### config.mk
export PLATFORM = sky130hd
export DESIGN_NAME = adc_acq_capture
export DESIGN_NICKNAME = d
export VERILOG_FILES = /design/src/rtl/adc_acq_pkg.sv /design/src/rtl/adc_acq_accum.sv /design/src/rtl/adc_acq_capture.sv
export SDC_FILE = /design/constraint.sdc
export NUM_CORES = 1
export LEC_CHECK = 0
export BUFFER_PORTS_ARGS = -buffer_cell sky130_fd_sc_hd__buf_2
export CAP_MARGIN = 20
export CORE_MARGIN = 3
export CORE_UTILIZATION = 56
export DETAILED_ROUTE_END_ITERATION = 6
export GPL_TIMING_DRIVEN = 0
export PLACE_DENSITY = 0.8
export REMOVE_ABC_BUFFERS = 1
export SKIP_CTS_REPAIR_TIMING = 1
export SLEW_MARGIN = 20
export SYNTH_ARGS = -nofsm -noshare
export SYNTH_HDL_FRONTEND = slang
export SYNTH_SLANG_ARGS = --single-unit
### constraint.sdc
create_clock -name SYS_CLK -period 3.59 [get_ports SYS_CLK]
set_input_delay 0.359 -clock SYS_CLK [delete_from_list [all_inputs] [get_ports SYS_CLK]]
set_output_delay 0.359 -clock SYS_CLK [all_outputs]
set_load 0.1 [all_outputs]
### src/rtl/adc_acq_pkg.sv
// Shared definitions for the ADC acquisition capture block: FSM encoding and FIFO word layout.
package adc_acq_pkg;

    typedef enum logic [1:0] {
        ST_IDLE    = 2'd0,
        ST_CAPTURE = 2'd1,
        ST_DRAIN   = 2'd2
    } acq_state_t;

    localparam int OV_BIT  = 31;
    localparam int SUM_MSB = 30;

endpackage

### src/rtl/adc_acq_accum.sv
// Sample formatting and group accumulation: sums 2^dec_log2 samples and ORs their overrange flags.
module adc_acq_accum
    import adc_acq_pkg::*;
#(
    parameter int ADC_WIDTH    = 14,
    parameter int DEC_LOG2_MAX = 4,
    parameter int ADC_TWOS     = 1,
    localparam int ACC_W       = ADC_WIDTH + DEC_LOG2_MAX
) (
    input  logic                 SYS_CLK,
    input  logic                 RESET,
    input  logic                 clear,
    input  logic                 sample_en,
    input  logic [ADC_WIDTH-1:0] adc_data,
    input  logic                 adc_ov,
    input  logic [2:0]           dec_log2,
    output logic                 group_done,
    output logic [ACC_W-1:0]     sum_final,
    output logic                 ov_final
);

    logic [ADC_WIDTH-1:0]    data_fmt;
    logic [ACC_W-1:0]        sample_ext;
    logic [ACC_W-1:0]        acc_q;
    logic [DEC_LOG2_MAX-1:0] idx_q;
    logic [DEC_LOG2_MAX-1:0] idx_last;
    logic                    ov_q;

    assign data_fmt   = (ADC_TWOS != 0) ? adc_data
                                        : {~adc_data[ADC_WIDTH-1], adc_data[ADC_WIDTH-2:0]};
    assign sample_ext = {{DEC_LOG2_MAX{data_fmt[ADC_WIDTH-1]}}, data_fmt};
    assign idx_last   = DEC_LOG2_MAX'((32'd1 << dec_log2) - 32'd1);

    // The completing sample is folded in combinationally so the word is ready the next cycle.
    assign group_done = sample_en && (idx_q == idx_last);
    assign sum_final  = acc_q + sample_ext;
    assign ov_final   = ov_q | adc_ov;

    always_ff @(posedge SYS_CLK) begin
        if (RESET || clear) begin
            acc_q <= '0;
            ov_q  <= 1'b0;
            idx_q <= '0;
        end else if (sample_en) begin
            if (group_done) begin
                acc_q <= '0;
                ov_q  <= 1'b0;
                idx_q <= '0;
            end else begin
                acc_q <= sum_final;
                ov_q  <= ov_final;
                idx_q <= idx_q + DEC_LOG2_MAX'(1);
            end
        end
    end

endmodule

### src/rtl/adc_acq_capture.sv
// Acquisition controller: gates the ADC driver, decimates its stream and writes summed words to the FIFO.
//   state   | meaning
//   IDLE    | waiting for start
//   CAPTURE | acq_en high, accepting samples until n_words groups complete
//   DRAIN   | ignoring late driver pulses until adc_ready is low for a cycle
module adc_acq_capture
    import adc_acq_pkg::*;
#(
    parameter int ADC_WIDTH    = 14,
    parameter int DEC_LOG2_MAX = 4,
    parameter int CNT_WIDTH    = 24,
    parameter int ADC_TWOS     = 1
) (
    input  logic                 SYS_CLK,
    input  logic                 RESET,
    input  logic                 start,
    input  logic [2:0]           dec_log2,
    input  logic [CNT_WIDTH-1:0] n_words,
    output logic                 acq_en,
    input  logic [ADC_WIDTH-1:0] adc_data,
    input  logic                 adc_ov,
    input  logic                 adc_ready,
    output logic [31:0]          fifo_data,
    output logic                 fifo_wr,
    input  logic                 fifo_full,
    output logic                 busy,
    output logic                 done,
    output logic                 fifo_ovf
);

    localparam int ACC_W = ADC_WIDTH + DEC_LOG2_MAX;

    acq_state_t           state_q, state_d;
    logic [2:0]           dec_q;
    logic [2:0]           dec_clamped;
    logic [CNT_WIDTH-1:0] words_left_q;
    logic                 start_acc;
    logic                 sample_en;
    logic                 group_done;
    logic                 ov_final;
    logic                 last_word;
    logic                 done_d;
    logic [ACC_W-1:0]     sum_final;

    assign dec_clamped = (dec_log2 > 3'(DEC_LOG2_MAX)) ? 3'(DEC_LOG2_MAX) : dec_log2;
    assign start_acc   = start && (state_q == ST_IDLE);
    assign sample_en   = (state_q == ST_CAPTURE) && adc_ready;
    // Down-counter from n_words; terminal count at 1 so all-ones never wraps.
    assign last_word   = (words_left_q == CNT_WIDTH'(1));
    assign acq_en      = (state_q == ST_CAPTURE);
    assign busy        = (state_q != ST_IDLE);

    adc_acq_accum #(
        .ADC_WIDTH   (ADC_WIDTH),
        .DEC_LOG2_MAX(DEC_LOG2_MAX),
        .ADC_TWOS    (ADC_TWOS)
    ) u_accum (
        .SYS_CLK   (SYS_CLK),
        .RESET     (RESET),
        .clear     (start_acc),
        .sample_en (sample_en),
        .adc_data  (adc_data),
        .adc_ov    (adc_ov),
        .dec_log2  (dec_q),
        .group_done(group_done),
        .sum_final (sum_final),
        .ov_final  (ov_final)
    );

    always_comb begin
        state_d = state_q;
        done_d  = 1'b0;
        case (state_q)
            ST_IDLE:    if (start) state_d = (n_words == '0) ? ST_DRAIN : ST_CAPTURE;
            ST_CAPTURE: if (group_done && last_word) state_d = ST_DRAIN;
            ST_DRAIN: begin
                if (!adc_ready) begin
                    state_d = ST_IDLE;
                    done_d  = 1'b1;
                end
            end
            default:    state_d = ST_IDLE;
        endcase
    end

    always_ff @(posedge SYS_CLK) begin
        if (RESET) begin
            state_q      <= ST_IDLE;
            dec_q        <= '0;
            words_left_q <= '0;
            fifo_data    <= '0;
            fifo_wr      <= 1'b0;
            done         <= 1'b0;
            fifo_ovf     <= 1'b0;
        end else begin
            state_q <= state_d;
            done    <= done_d;
            fifo_wr <= group_done && !fifo_full;
            if (group_done && !fifo_full) begin
                fifo_data[OV_BIT]    <= ov_final;
                fifo_data[SUM_MSB:0] <= {{(SUM_MSB + 1 - ACC_W){sum_final[ACC_W-1]}}, sum_final};
            end
            if (start_acc) begin
                dec_q        <= dec_clamped;
                words_left_q <= n_words;
                fifo_ovf     <= 1'b0;
            end else if (group_done) begin
                words_left_q <= words_left_q - CNT_WIDTH'(1);
                if (fifo_full) fifo_ovf <= 1'b1;
            end
        end
    end

endmodule

==> summary.md, run 1 <==
| Metric | Value |
|---|---|
| Outcome | `completed` |
| Seq/Total Area, Yosys | `0.337` |
| Die X | `94.6 um` |
| Post-DR wirelength/cell | `16.2 um` |
| Via count | `4,487` |
| CTS HTree Levels | `3` |
| Critical path launch point type | `register` |
| Share of cells above drive strength 1 | `0.177` |
| Cell count after synthesis | `562` |
| Synth Area in Adders | `0.0643` |
| RSZ-0062 raised after global routing | `false` |
| Fin. Hold Viols | `0` |
| Leakage power | `2.03 nW` |
| Nets | `686` |
| Power density over the cells | `426 nW/um^2` |
| WHS | `0.229 ns` |
| Worst-case clock skew | `0.00957 ns` |
| CP required | `3.87 ns` |
| First-pass GRT wire length | `18,600 um` |
| MaxCap Viol Count | `0` |
| DRC viols | `0` |
| Antenna-violating nets left | `0` |
| Initial antenna violation count | `0` |
| Worst slew pin tran | `1.03 ns` |
| Antenna cells | `0` |
| CTS buffer count | `9` |
| Share of the synthesized area in the top cell type | `0.337` |
| Endpoints failing setup | `0` |
| Crit path time final | `3.38 ns` |
| VDD IR-drop max | `0.323 mV` |
| Largest net degree at the start of global routing | `51` |
| Tcrit/Tclk final | `0.943` |
| Drt first-iter violations | `285` |
| Clock transition at the registers of the reported paths | `0.08 ns` |
| Post-Synth XOR/XNOR Area | `0.0458` |
| Routed WL | `11,600 um` |
| Most common library cell in the layout ignoring fill and taps | `buf_2` |
| Post-synth ARST share | `0` |
| Total GRT Usage | `0.260` |
| Class of the worst hold path | `primary input to register` |
| Crit path kind | `register to register` |
| Crit. End Element | `register` |
| Slowest-stage cell, CP | `or3_1` |
| Fmax | `0.295 GHz` |
| Core Area | `7450 sq um` |
| Most frequent cells in the layout | `83 x buf_2, 74 x dfxtp_1, 62 x nand2_1` |
| Worst R2R Setup Slack | `0.21 ns` |
| Num rows | `31` |
| Yosys Warn Count | `0` |
| DR vias/cell | `6.23` |
| Clk root buf | `clkbuf_8` |
| Grt ovf | `0` |
| Main combinational cell family by area after synthesis | `simple AND/OR/NAND/NOR gates` |
| Final Wtd Congestion | `0.921` |
| Critical Path AT | `3.67 ns` |
| Mapped cell area | `4400 sq um` |
| Synth Register Bits | `74` |
| Slew margin rel. | `0.310` |
| Initial Util | `0.591` |
| EDFF count, synth | `0` |
| Multiplexer area fraction after synthesis | `0.00228` |
| IO Count | `84` |
| Iteration count of the initial detailed-routing pass | `5` |
| Detail Placement HPWL | `8250 um` |
| Skew-Pair Late Insertion Delay | `0.36 ns` |
| Layout area overhead | `13.3%` |
| CTS max path bufs | `2` |
| Simple-gate portion of the synthesized area | `0.268` |
| Most used cell, CP | `or3_1` |
| Final slew viol count | `0` |
| Die area | `8950 sq um` |
| Crit path max fanout | `25` |
| Critical-path cell list | `or3_4 -> ha_1 -> xor2_1 -> nand3_1 -> or3_1 -> or4_4 -> or3_1 -> a31oi_1` |
| Predominant post-synthesis flop cell | `dfxtp_1` |
| CTS tree | `yes` |
| Post-synthesis compound-gate area fraction | `0.227` |
| Slowest stage delay, CP | `0.78 ns` |
| Mean post-synth cell area | `7.83 sq um` |
| # clock sinks | `74` |
| Library cells used by synthesis | `58` |
| Fin Setup TNS | `0 ns` |
| Cell taking the most area after synthesis | `dfxtp_1` |
| Die Height | `94.6 um` |
| Vias in the first global route | `4,058` |
| Synth top area cells | `dfxtp_1 34%, ha_1 6.0%, nand2_1 5.3%, a21oi_1 4.6%, nor2_1 4.5%` |
| PortBufs | `83` |
| Fill count | `659` |
==> cell usage after synthesis (5+ instances only) <==
cell type,number
o21ai_0,23
o21a_1,8
buf_4,13
nand3_1,32
or3_1,15
a21oi_1,40
a211oi_1,10
dfxtp_1,74
nor2_1,53
clkbuf_1,27
xnor2_1,15
nor4_1,12
inv_1,10
o211ai_1,9
ha_1,21
a21o_1,10
a31oi_1,15
nor3_1,24
or4_1,5
nand2_1,62
xor2_1,8
nand4_1,8
==> worst max-delay path, delay by kind of cell, from the launching register on <==
family                   cells  cell delay, ns
AND/OR/NAND/NOR              5            2.36
adder cells (fa/ha/maj)      1            0.31
AO/OA/AOI/OAI                1            0.16
XOR/XNOR                     1            0.14
flip-flops                   1            0.34
==> final timing paths <==
check,to,cells after the start,startpoint
worst max register to register,words_left_q[20],8,dec_q[0]
worst min register to register,fifo_data[5],2,fifo_data[5]
worst max-delay path,words_left_q[20],8,dec_q[0]
worst min-delay path,done,2,adc_ready
==> cells by family after synthesis <==
logic type / count (synthesis)
adders and majority gates: 22
muxes: 1
xor gates and xnor gates: 23
AOI/OAI and AO/OA: 152
DFF: 74
and+or+nand+nor: 238
buffers and inverters: 52
==> through the flow <==
stage                     worst slack, ns  total power [mW]  utilization  instance area, sq um  instances
final                               0.206              2.12        0.669                  4980        720
after global routing               0.0106              2.22        0.669                  4980        720
after CTS                           0.147              2.12        0.668                  4980        720
after detailed placement            0.188              1.40        0.639                  4760        705
after global placement              -1.34              1.39        0.636                  4730        703
after floorplan                     -6.63              1.26            -                  4200        521
==> routing by layer <==
layer,global-route usage,wire (um)
met5,0,0
met3,0.0614,883
met2,0.437,5490
met4,0.0733,204
met1,0.331,5050
==> registers in the layout, indices dropped and copies added (netlist names) <==
register / count
dec_q: 3
u_accum.acc_q: 18
done: 1
fifo_ovf: 1
u_accum.ov_q: 1
words_left_q: 24
u_accum.idx_q: 4
fifo_data: 19
state_q: 2
fifo_wr: 1
==> power by group <==
| group | internal [mW] | total, mW | switching (mW) |
|---|---|---|---|
| combinational | 0.155 | 0.494 | 0.339 |
| sequential | 0.863 | 0.904 | 0.0402 |
| clock | 0.405 | 0.726 | 0.321 |
==> final cells by class <==
cell class	instances	area (sq um)	area share
multi-input cells	436	2690	0.539
flip-flops and latches	74	1480	0.297
repair buffers	85	434	0.0871
clock buffers	10	138	0.0276
well taps	99	124	0.0249
clock inverters	5	78.8	0.0158
inverters	11	41.3	0.00829
No activity file was read; power rests on OpenSTA's default activity.
==> run 2, diff against run 1 <==
--- a/config.mk
+++ b/config.mk
@@ -7,7 +7,7 @@
 export LEC_CHECK = 0
 export BUFFER_PORTS_ARGS = -buffer_cell sky130_fd_sc_hd__buf_2
 export CAP_MARGIN = 20
-export CORE_MARGIN = 3
+export CORE_MARGIN = 10
 export CORE_UTILIZATION = 56
 export DETAILED_ROUTE_END_ITERATION = 6
 export GPL_TIMING_DRIVEN = 0
==> run 2 against run 1 <==
Against the previous run:
- clock-buffer cell count is the same
- largest power group unchanged
- critical endpoint unchanged
- first-iteration DRC count fell by 11%
- highest routed layer unchanged
- final cell count up 0.69%
==> summary.md, run 2 (synthesis gave the netlist of run 1 again) <==
| Metric | Value |
|---|---|
| Outcome | `completed` |
| Core Area | `7690 sq um (+3.2%)` |
| Crit. End Element | `register` |
| Slowest-stage cell, CP | `or3_1` |
| VDD IR-drop max | `0.313 mV (-2.9%)` |
| DRC viols | `0 (unchanged)` |
| Nets | `686 (unchanged)` |
| Crit path max fanout | `25 (unchanged)` |
| Final slew viol count | `0 (unchanged)` |
| Most common library cell in the layout ignoring fill and taps | `buf_2` |
| Skew-Pair Late Insertion Delay | `0.36 ns (about the same)` |
| Iteration count of the initial detailed-routing pass | `5 (unchanged)` |
| Final Wtd Congestion | `0.897 (-2.6%)` |
| Drt first-iter violations | `255 (-11%)` |
| CTS buffer count | `9 (unchanged)` |
| Class of the worst hold path | `primary input to register` |
| Max reg flops | `24 (unchanged)` |
| R2r startpoint | `dec_q[0]` |
| Most used cell, CP | `or3_1` |
| Power density over the cells | `440 nW/um^2 (+3.3%)` |
| Largest net degree at the start of global routing | `51 (unchanged)` |
| Fill count | `714 (+8.3%)` |
| Routed WL | `12,100 um (+4.1%)` |
| Fin. Hold Viols | `0 (unchanged)` |
| Worst Path Buf+Inv | `0 (unchanged)` |
| Top Registers | `words_left_q: 24 flops, fifo_data: 19 flops, u_accum.acc_q: 18 flops` |
| RSZ-0062 raised after global routing | `false` |
| Layout area overhead | `14.2%` |
| Crit path kind | `register to register` |
| Critical-path cell list | `or3_4 -> ha_1 -> xor2_1 -> nand3_1 -> or3_1 -> or4_4 -> or3_1 -> a31oi_1` |
| Crit-path leading delay family | `simple AND/OR/NAND/NOR gates` |
| Most frequent cells in the layout | `83 x buf_2, 74 x dfxtp_1, 62 x nand2_1` |
| Clk root buf | `clkbuf_8` |
| Post-DR wirelength/cell | `16.7 um (+3.3%)` |
| Detail Placement HPWL | `8610 um (+4.3%)` |
| Critical path launch point type | `register` |
| Worst-case clock skew | `0.00544 ns (-0.00413 ns)` |
| Grt met3 use | `0.0578 (-0.00354)` |
| GR met2 Demand/Resource | `0.359 (-0.0780)` |
| # clock sinks | `74 (unchanged)` |
| Total GRT Usage | `0.203 (-0.0572)` |
| Finished Layout Cells | `725 (+0.69%)` |
| Largest Register | `words_left_q` |
| CTS HTree Levels | `3 (unchanged)` |
| Slew margin rel. | `0.342 (+0.0320)` |
| Tcrit/Tclk final | `0.945 (+0.00228)` |
| CTS max path bufs | `2 (unchanged)` |
| Endpoints failing setup | `0 (unchanged)` |
| WHS | `0.209 ns (-0.0199 ns)` |
| Die area | `11,800 sq um (+32%)` |
| Vias in the first global route | `4,250 (+4.7%)` |
| DR vias/cell | `6.13 (-1.6%)` |
| Worst Min Path Start | `adc_ready` |
| MaxCap Viol Count | `0 (unchanged)` |
| Met1 Track Usage GR | `0.230 (-0.101)` |
| Worst slew pin tran | `0.979 ns (-0.0538 ns)` |
| Clock transition at the registers of the reported paths | `0.08 ns (about the same)` |
| Slowest stage delay, CP | `0.77 ns (about the same)` |
| IO Count | `84 (unchanged)` |
| Cell area after placement | `4760 sq um (about the same)` |
| Initial Util | `0.572 (-0.0185)` |
| CTS tree | `yes` |
| CP startpoint | `dec_q[0]` |
| Initial antenna violation count | `0 (unchanged)` |
| Antenna-violating nets left | `0 (unchanged)` |
| Fmax | `0.295 GHz (-0.24%)` |
| Die X | `109 um (+15%)` |
| Placed Cells | `708 (+0.43%)` |
| PortBufs | `83 (unchanged)` |
| CP required | `3.87 ns (about the same)` |
| Critical Path AT | `3.67 ns (about the same)` |
| Share of cells above drive strength 1 | `0.178 (+0.00132)` |
| Leakage power | `2.05 nW (+0.73%)` |
| Most used routing layer | `met2` |
| First-pass GRT wire length | `19,700 um (+5.6%)` |
| Final instance area | `5020 sq um (+0.80%)` |
| Grt ovf | `0 (unchanged)` |
| Die Height | `109 um (+15%)` |
| Via count | `4,446 (-0.91%)` |
| Num rows | `32 (+3.2%)` |
| Crit path time final | `3.39 ns (+0.00819 ns)` |
## run 2: where the power goes
part / internal, mW / switching, mW
Clock: 0.483 / 0.334
Combinational: 0.155 / 0.336
Sequential: 0.863 / 0.0402
## run 2: area by class of cell
cell class,instances,area (sq um),share of cell area
inverters,11,41.3,0.00822
clock inverters,6,113,0.0224
clock buffers,10,138,0.0274
repair buffers,85,434,0.0864
diodes,1,2.50,0.000498
well taps,102,128,0.0254
flip-flops and latches,74,1480,0.295
multi-input cells,436,2690,0.535
## run 2: metal layers
| layer | wire length, um | share of wire |
|---|---|---|
| met2 | 6080 | 0.50 |
| met4 | 121 | 0.010 |
| met3 | 874 | 0.072 |
| met1 | 5030 | 0.42 |
| met5 | 0 | 0 |
## run 2: worst paths after layout
kind | end | slack (ns) | cells after the start
worst min register to register | fifo_data[6] | 0.45 | 2
worst max register to register | words_left_q[20] | 0.20 | 8
worst max-delay path | words_left_q[20] | 0.20 | 8
worst min-delay path | done | 0.21 | 2
## run 2: per-stage QoR
step	util	total power, mW	TNS (ns)	setup WS (ns)
2_1_floorplan	-	1.26	-91.59	-6.63
3_3_place_gp	0.616	1.39	-34.76	-1.28
3_5_place_dp	0.620	1.40	0	0.174
4_1_cts	0.652	2.21	0	0.150
5_1_grt	0.653	2.31	0	0.0155
6_report	0.653	2.21	0	0.198
## run 2: worst reg2reg max path: stages (launching register included)
cell and delay, ns:
dfxtp_1 0.34, or3_4 0.40, ha_1 0.32, xor2_1 0.15, nand3_1 0.15, or3_1 0.77, or4_4 0.71, or3_1 0.32
a31oi_1 0.16
